**src/rtl/smolproc_pkg.sv**
```systemverilog
// Shared definitions for the smolproc pipeline: address width, reset vector
// and the {byte, address} pair carried from fetch to decode.
package smolproc_pkg;

  localparam int              PC_W     = 8;
  localparam logic [PC_W-1:0] RESET_PC = '0;

  typedef struct packed {
    logic [7:0]      data;
    logic [PC_W-1:0] addr;
  } fetch_entry_t;

endpackage

```
**src/rtl/fetch_buf.sv**
```systemverilog
// Two-entry prefetch FIFO of {byte, address} pairs between instruction memory
// and decode. Flush empties it in one cycle and wins over push and pop.
module fetch_buf
  import smolproc_pkg::*;
(
  input  logic         clk,
  input  logic         async_rst_n,
  input  logic         push_i,
  input  fetch_entry_t push_entry_i,
  input  logic         pop_i,
  input  logic         flush_i,
  output logic [1:0]   count_o,
  output fetch_entry_t head_o
);

  fetch_entry_t entry_q [2];
  fetch_entry_t entry_d [2];
  logic         rd_ptr_q, rd_ptr_d;
  logic         wr_ptr_q, wr_ptr_d;
  logic [1:0]   count_q, count_d;
  logic         do_push;
  logic         do_pop;

  always_comb begin
    do_pop  = pop_i && !flush_i && (count_q != 2'd0);
    do_push = push_i && !flush_i && ((count_q != 2'd2) || do_pop);

    entry_d  = entry_q;
    rd_ptr_d = rd_ptr_q;
    wr_ptr_d = wr_ptr_q;
    count_d  = count_q;

    if (flush_i) begin
      rd_ptr_d = 1'b0;
      wr_ptr_d = 1'b0;
      count_d  = 2'd0;
    end else begin
      if (do_push) begin
        entry_d[wr_ptr_q] = push_entry_i;
        wr_ptr_d          = ~wr_ptr_q;
      end
      if (do_pop) begin
        rd_ptr_d = ~rd_ptr_q;
      end
      count_d = count_q + {1'b0, do_push} - {1'b0, do_pop};
    end
  end

  always_ff @(posedge clk or negedge async_rst_n) begin
    if (!async_rst_n) begin
      entry_q[0] <= '0;
      entry_q[1] <= '0;
      rd_ptr_q   <= 1'b0;
      wr_ptr_q   <= 1'b0;
      count_q    <= 2'd0;
    end else begin
      entry_q[0] <= entry_d[0];
      entry_q[1] <= entry_d[1];
      rd_ptr_q   <= rd_ptr_d;
      wr_ptr_q   <= wr_ptr_d;
      count_q    <= count_d;
    end
  end

  // An empty buffer presents zeros so decode never sees a stale byte.
  assign head_o  = (count_q != 2'd0) ? entry_q[rd_ptr_q] : '0;
  assign count_o = count_q;

endmodule

```
**src/rtl/fetch.sv**
```systemverilog
// Instruction fetch: program counter, one read per cycle to a 1-cycle-latency
// memory, and redirect handling. PC_W must match smolproc_pkg::PC_W.
module fetch #(
  parameter int              PC_W     = smolproc_pkg::PC_W,
  parameter logic [PC_W-1:0] RESET_PC = PC_W'(smolproc_pkg::RESET_PC)
) (
  input  logic            clk,
  input  logic            async_rst_n,
  output logic            imem_req,
  output logic [PC_W-1:0] imem_addr,
  input  logic [7:0]      imem_data,
  input  logic            stall_en,
  input  logic            redirect_en,
  input  logic [PC_W-1:0] redirect_pc,
  output logic [7:0]      opcode,
  output logic            opcode_valid,
  output logic [PC_W-1:0] opcode_pc
);

  import smolproc_pkg::*;

  logic [PC_W-1:0] pc_q, pc_d;
  logic            inflight_q;
  logic [PC_W-1:0] req_addr_q;
  logic [1:0]      count;
  fetch_entry_t    head;
  fetch_entry_t    push_entry;
  logic            pop;
  logic            push;
  logic            room;
  logic [2:0]      occupancy;

  always_comb begin
    pop       = (count != 2'd0) && !stall_en && !redirect_en;
    push      = inflight_q && !redirect_en;
    occupancy = {1'b0, count} + {2'b00, inflight_q};
    // Issue only if the slot freed by this cycle's pop keeps the buffer from overflowing.
    room      = occupancy < (3'd2 + {2'b00, pop});
    imem_req  = async_rst_n && (redirect_en || room);
    imem_addr = redirect_en ? redirect_pc : pc_q;
    pc_d      = imem_req ? imem_addr + 1'b1 : pc_q;

    push_entry      = '0;
    push_entry.data = imem_data;
    push_entry.addr = req_addr_q;
  end

  always_ff @(posedge clk or negedge async_rst_n) begin
    if (!async_rst_n) begin
      pc_q       <= RESET_PC;
      inflight_q <= 1'b0;
      req_addr_q <= '0;
    end else begin
      pc_q       <= pc_d;
      inflight_q <= imem_req;
      if (imem_req) begin
        req_addr_q <= imem_addr;
      end
    end
  end

  fetch_buf u_buf (
    .clk          (clk),
    .async_rst_n  (async_rst_n),
    .push_i       (push),
    .push_entry_i (push_entry),
    .pop_i        (pop),
    .flush_i      (redirect_en),
    .count_o      (count),
    .head_o       (head)
  );

  assign opcode       = head.data;
  assign opcode_pc    = head.addr;
  assign opcode_valid = (count != 2'd0);

endmodule
```
**config.mk**
```make
export PLATFORM = sky130hd
export DESIGN_NAME = fetch
export DESIGN_NICKNAME = d
export VERILOG_FILES = /design/src/rtl/smolproc_pkg.sv /design/src/rtl/fetch_buf.sv /design/src/rtl/fetch.sv
export SDC_FILE = /design/constraint.sdc
export NUM_CORES = 1
export LEC_CHECK = 0
export ABC_AREA = 1
export CORE_UTILIZATION = 35
export CTS_CLUSTER_DIAMETER = 200
export DETAILED_ROUTE_END_ITERATION = 6
export GPL_ROUTABILITY_DRIVEN = 0
export GPL_TIMING_DRIVEN = 0
export SLEW_MARGIN = 30
export SYNTH_ARGS = -nofsm -noshare
export SYNTH_HDL_FRONTEND = slang
export SYNTH_HIERARCHICAL = 1
export SYNTH_SLANG_ARGS = --single-unit
```
**constraint.sdc**
```tcl
create_clock -name clk -period 2.3 [get_ports clk]
set_input_delay 0.575 -clock clk [delete_from_list [all_inputs] [get_ports clk]]
set_output_delay 0.575 -clock clk [all_outputs]
set_load 0.02 [all_outputs]
```
Yosys cells after proc, flatten, opt, wreduce, memory -nomap -nowiden
Index checks and enable logic that the tools add are counted.
{ "word_totals": {"reg_bits": 53, "input_bits": 20, "elab_cells": 55, "output_inout_bits": 26} }
{ "classes": {"n_mux": 13, "n_addsub": 5, "eq_ne": 1, "bitwise_logic": 5, "n_reduce_logical": 17, "order_cmp": 4} }
{ "op_table": {"columns": ["cell", "count"], "rows": [
  ["$mux 16", 5],
  ["$bwmux 32", 1],
  ["$demux 16 s1", 1],
  ["$logic_and 1x1->1", 9],
  ["$add 8x1->8 const B", 1],
  ["$mux 8", 1],
  ["$reduce_bool 2->1", 3],
  ["$ge 2x2->1 const B", 2],
  ["$mux 1", 4],
  ["$not 1->2", 2],
  ["$add 2x1->3", 1],
  ["$add 2x1->3 const A", 1],
  ["$lt 3x3->1", 1],
  ["$not 1->1", 3],
  ["$add 2x1->2", 1],
  ["$logic_not 1->1", 2],
  ["$logic_or 1x1->1", 2],
  ["$lt 2x1->1 const B", 1],
  ["$mux 2", 1],
  ["$ne 2x2->1 const B", 1],
  ["$reduce_and 2->1", 1],
  ["$sub 2x1->2", 1]
]} }

Depth between registers and ports, before layout
{ "depth": {"ltp_word": 10, "depth_mapped": 13, "mapped_depth_nobuf": 13} }

By module
Netlist, hierarchy kept.
{ "modules_own_cells": {"columns": ["module", "area_each_um2", "cells_per_inst", "n_inst", "seq_area_each_um2"], "rows": [
  ["fetch_buf", 1844.3, 227, 1, 900.9],
  ["fetch", 1017.2, 134, 1, 425.4]
]} }

Worst setup path after synthesis
OpenSTA, ideal clock, no wires.
{ "synth_timing": {"kind": "register to register", "from": "register u_buf.count_q[1], in the netlist u_buf/count_o[1]", "to": "register u_buf.count_q[1], in the netlist u_buf/count_o[1]", "required_ns": 2.181, "slack_ns": 0.395, "setup_ns": 0.119, "synth_period_minus_slack_ns": 1.905, "path_stages_with_launch": 13, "arrival_ns": 1.786, "n_path_buf": 0, "path_cell_list": "dfrtp_1 inv_1 nand2_1 nand2_1 nor2_1 inv_1 nand3_4 nand2_1 ha_1 inv_1 ha_1 a21oi_1 nor2_1"} }
{ "synth_via": {"elab_chain_len": 10, "word_cells_on_any_way": 11, "classes_between": "add/sub (2); eq/ne (1); mux (1); reduce/logical (7)"} }
{ "synth_rtl": {"columns": ["item", "line_no", "text"], "rows": [
  ["start: declaration", "fetch_buf.sv:20", "logic [1:0] count_q, count_d;"],
  ["start signal: assignment", "fetch_buf.sv:61", "count_q <= count_d;"],
  ["$reduce_bool 2->1 *", null, null],
  ["via opcode_valid", "fetch.sv:16", "output logic opcode_valid,"],
  ["$logic_and 1x1->1 * (2 in a row)", "fetch.sv:34", "pop = (count != 2'd0) && !stall_en && !redirect_en;"],
  ["via pop", "fetch.sv:28", "logic pop;"],
  ["$logic_and 1x1->1 * (2 in a row)", "fetch_buf.sv:25", "do_pop = pop_i && !flush_i && (count_q != 2'd0);"],
  ["$logic_or 1x1->1", "fetch_buf.sv:26", "do_push = push_i && !flush_i && ((count_q != 2'd2) || do_pop);"],
  ["$logic_and 1x1->1", "fetch_buf.sv:26", null],
  ["$add 2x1->2", "fetch_buf.sv:45", "count_d = count_q + {1'b0, do_push} - {1'b0, do_pop};"],
  ["$sub 2x1->2 *", "fetch_buf.sv:45", null],
  ["$mux 2 *", "fetch_buf.sv:33", "if (flush_i) begin"],
  ["via u_buf.count_d[1]", "fetch_buf.sv:20", null]
]} }
Mark *: on every way through the listed nets, which the timed path passes. The rest lies on a longest branch.
A chain may end at the register's enable or synchronous reset.

Final worst setup path
{ "layout_timing": {"from": "input port redirect_pc[7]", "to": "output port imem_addr[7]"} }
{ "layout_via": {"elab_chain_len": 1} }
{ "layout_rtl": {"columns": ["item", "line_no", "text"], "rows": [
  ["start: declaration", "fetch.sv:14", "input logic [PC_W-1:0] redirect_pc,"],
  ["$mux 8", "fetch.sv:40", "imem_addr = redirect_en ? redirect_pc : pc_q;"],
  ["end: declaration", "fetch.sv:10", "output logic [PC_W-1:0] imem_addr,"]
]} }
Every way passes these cells.

==> metrics.json <==
{
  "route.final.wire_length_um": 6930,
  "placed_cells": 509,
  "ir_drop_mv": 0.334,
  "floorplan.core_area_um2": 7810,
  "cp_top_delay_family": "buffers and inverters",
  "layout_cells_sized_above_1": 0.200,
  "layout.core_utilization": 0.463,
  "worstPathArrival_ps": 1680,
  "worstSkewPairLatency_ps": 310,
  "synth.yosys.warnings": 6,
  "sort_of_element_at_the_end_of_the_critical_path": "output pin",
  "report.final.setup_viol": 0,
  "synth_area_leaders": "dfrtp_1 (46%), nand2_1 (22%), nand4_1 (7.0%), a21oi_1 (3.0%), inv_1 (2.2%)",
  "via_per_inst": 4.86,
  "sequential_cell_area_um2": 1330,
  "total_area_of_multi_input_combinational_cells_um2": 1340,
  "routed_wire_length_per_instance_um": 13.2,
  "synth_area_leader_cell": "dfrtp_1",
  "overflow": 0,
  "cp_slowest_cell": "clkdlybuf4s50_1",
  "timing.critical_path.cells": "clkdlybuf4s50_1 -> or2_1 -> o21ai_2 -> inv_2 -> dlygate4sd2_1",
  "worst-path-max-fanout": 3,
  "ys_ff_latch": 53,
  "slowest_delay_ps": 390,
  "drtIter0Drc": 131,
  "antennaDiodeCount": 0,
  "grt_pass1_wl_um": 11600,
  "timing.hold.worst.class": "in -> async",
  "portBuffers": 45,
  "post_synth_instance_area_um2": 2860,
  "max-slew-margin-rel": 0.845,
  "h_tree_depth": 2,
  "fp.dieW_um": 92.4,
  "cts-root-buf": "clkbuf_8",
  "report.final.slew_viol_count": 0,
  "via_count": 2543,
  "worst_hold_slack_ps": 93.9,
  "drv_cap": 0,
  "vias_in_the_first_global_route": 2431,
  "critical_path_class": "in -> out",
  "yosys.area.top_type_share": 0.463,
  "area_growth_pct": 26.2,
  "dieArea_um2": 8540,
  "worst-path-buf-inv": 3,
  "mostFrequentLayoutCells": "nand2_1 (166), dfrtp_1 (51), nand4_1 (32), clkdlybuf4s50_1 (18)",
  "initial_core_util": 0.367,
  "postLayoutCellArea_um2": 3610,
  "netlist_instances": 361,
  "final_cell_count_without_fillers": 523,
  "mappedNetlistNets": 386,
  "ys_seq_area_frac": 0.463,
  "clk_transition_reported_paths_ps": 100,
  "slew_of_the_pin_with_the_lowest_slew_margin_ps": 233,
  "cts_max_path_buffers": 2,
  "cts.sinks": 53,
  "grt_start_max_net_pins": 43,
  "grt_setup_unrepaired": "yes",
  "result_of_the_run": "completed",
  "hpwlAfterDp_um": 4780,
  "cts_tree": "yes",
  "final-hold-violation-count": 0,
  "ys_types": 25,
  "grtUsageTotal": 0.172,
  "worst_clock_skew_ps": 9.16,
  "cts_buffers": 5,
  "drt_pre_antenna_iters": 4,
  "io_pins": 46,
  "post-route-drc-count": 0,
  "floorplan.die.height_um": 92.4,
  "critical_path_required_ps": 1730,
  "initial_antenna_violation_count": 0,
  "placementRows": 32,
  "mostFrequentLayoutCell": "nand2_1",
  "postRouteAntennaNets": 0,
  "syn_avg_cell_area_um2": 7.93,
  "design.final.nets": 445,
  "power_density_nw_per_um2": 678,
  "critical_path.startpoint_type": "input pin",
  "leakage_nw": 1.84,
  "timing.fmax_mhz": 444,
  "fill_cells": 798,
  "period_share": 0.979,
  "placed_cell_area_um2": 3460,
  "period_minus_slack_ps": 2250
}
[registers in the layout (all words and copies together) (netlist names)]
name / cells
u_buf/count_o: 2
u_buf/entry_q: 32
pc_q: 8
inflight_q: 1
u_buf/rd_ptr_q: 1
u_buf/wr_ptr_q: 1
req_addr_q: 8
[logic make-up after synthesis]
logic type      Yosys count  synth area share
fa+ha+maj                 5            0.0219
xor+xnor                  2           0.00612
buf+inv                  41            0.0770
compound gates           28            0.0582
simple gates            232             0.373
flops                    53             0.463
[area by class of cell]
class | count | share of cell area
multi-input combinational | 267 | 0.370
sequential | 53 | 0.368
timing repair buffer | 52 | 0.128
buffer | 18 | 0.0405
tap | 102 | 0.0353
inverter | 23 | 0.0263
clock buffer | 5 | 0.0191
clock inverter | 3 | 0.0128
[synth_stat cells, drive strengths merged]
cell type  count
or2            2
xor2           2
clkinv         1
dfrtp         53
inv           22
buf           18
nand3          9
nand4         32
nand2        176
a21oi         17
nor2          13
ha             5
o21ai         11
[timing repair]
action                                  4_1_cts  5_1_grt
setup buffers                                 0        6
resized for setup                            51       21
endpoints found under the setup margin       27       12
hold buffers                                  0        0
pin swaps                                     0        1
[metal layers]
metal | global-route usage | share of wire | vias to the layer above
met4 | 0.0339 | 0.0097 | 0
li1 | - | - | 1285
met1 | 0.230 | 0.48 | 1189
met5 | 0 | 0 | -
met3 | 0.0304 | 0.046 | 7
met2 | 0.291 | 0.46 | 62
[final timing paths]
check | from | to | slack, ps | cells past startpoint
max | redirect_pc[7] | imem_addr[7] | 50 | 5
min | async_rst_n | u_buf/entry_q[29] | 90 | 1
max reg2reg | u_buf/count_o[1] | u_buf/count_o[1] | 350 | 12
min reg2reg | u_buf/entry_q[22] | u_buf/entry_q[22] | 480 | 2
max in group asynchronous | async_rst_n | u_buf/count_o[0] | 1750 | 2
min in group clk | u_buf/entry_q[22] | u_buf/entry_q[22] | 480 | 2
[worst register-to-register path, delay by kind of cell, from the launching register on]
family                   cells  cell delay [ps]
AND/OR/NAND/NOR              6              600
AO/OA/AOI/OAI                1              130
buffers and inverters        3              190
adder cells (fa/ha/maj)      2              460
flip-flops                   1              480
[report_power, final]
group / leakage, nW / switching [mW] / internal (mW)
Sequential: 0.676 / 0.114 / 1.12
Combinational: 1.11 / 0.334 / 0.232
Clock: 0.0543 / 0.319 / 0.326
Total: 1.84 / 0.767 / 1.68
[through the flow]
step	total power [mW]	worst slack [ps]	setup TNS, ps
5_1_grt	2.60	-37.6	-37.6
4_1_cts	2.46	-50.1	-50.1
3_5_place_dp	1.83	-925	-11020
6_report	2.45	48.1	0
2_1_floorplan	1.60	395	0
3_3_place_gp	1.81	-2360	-92370
(Power assumes the default switching activity.)
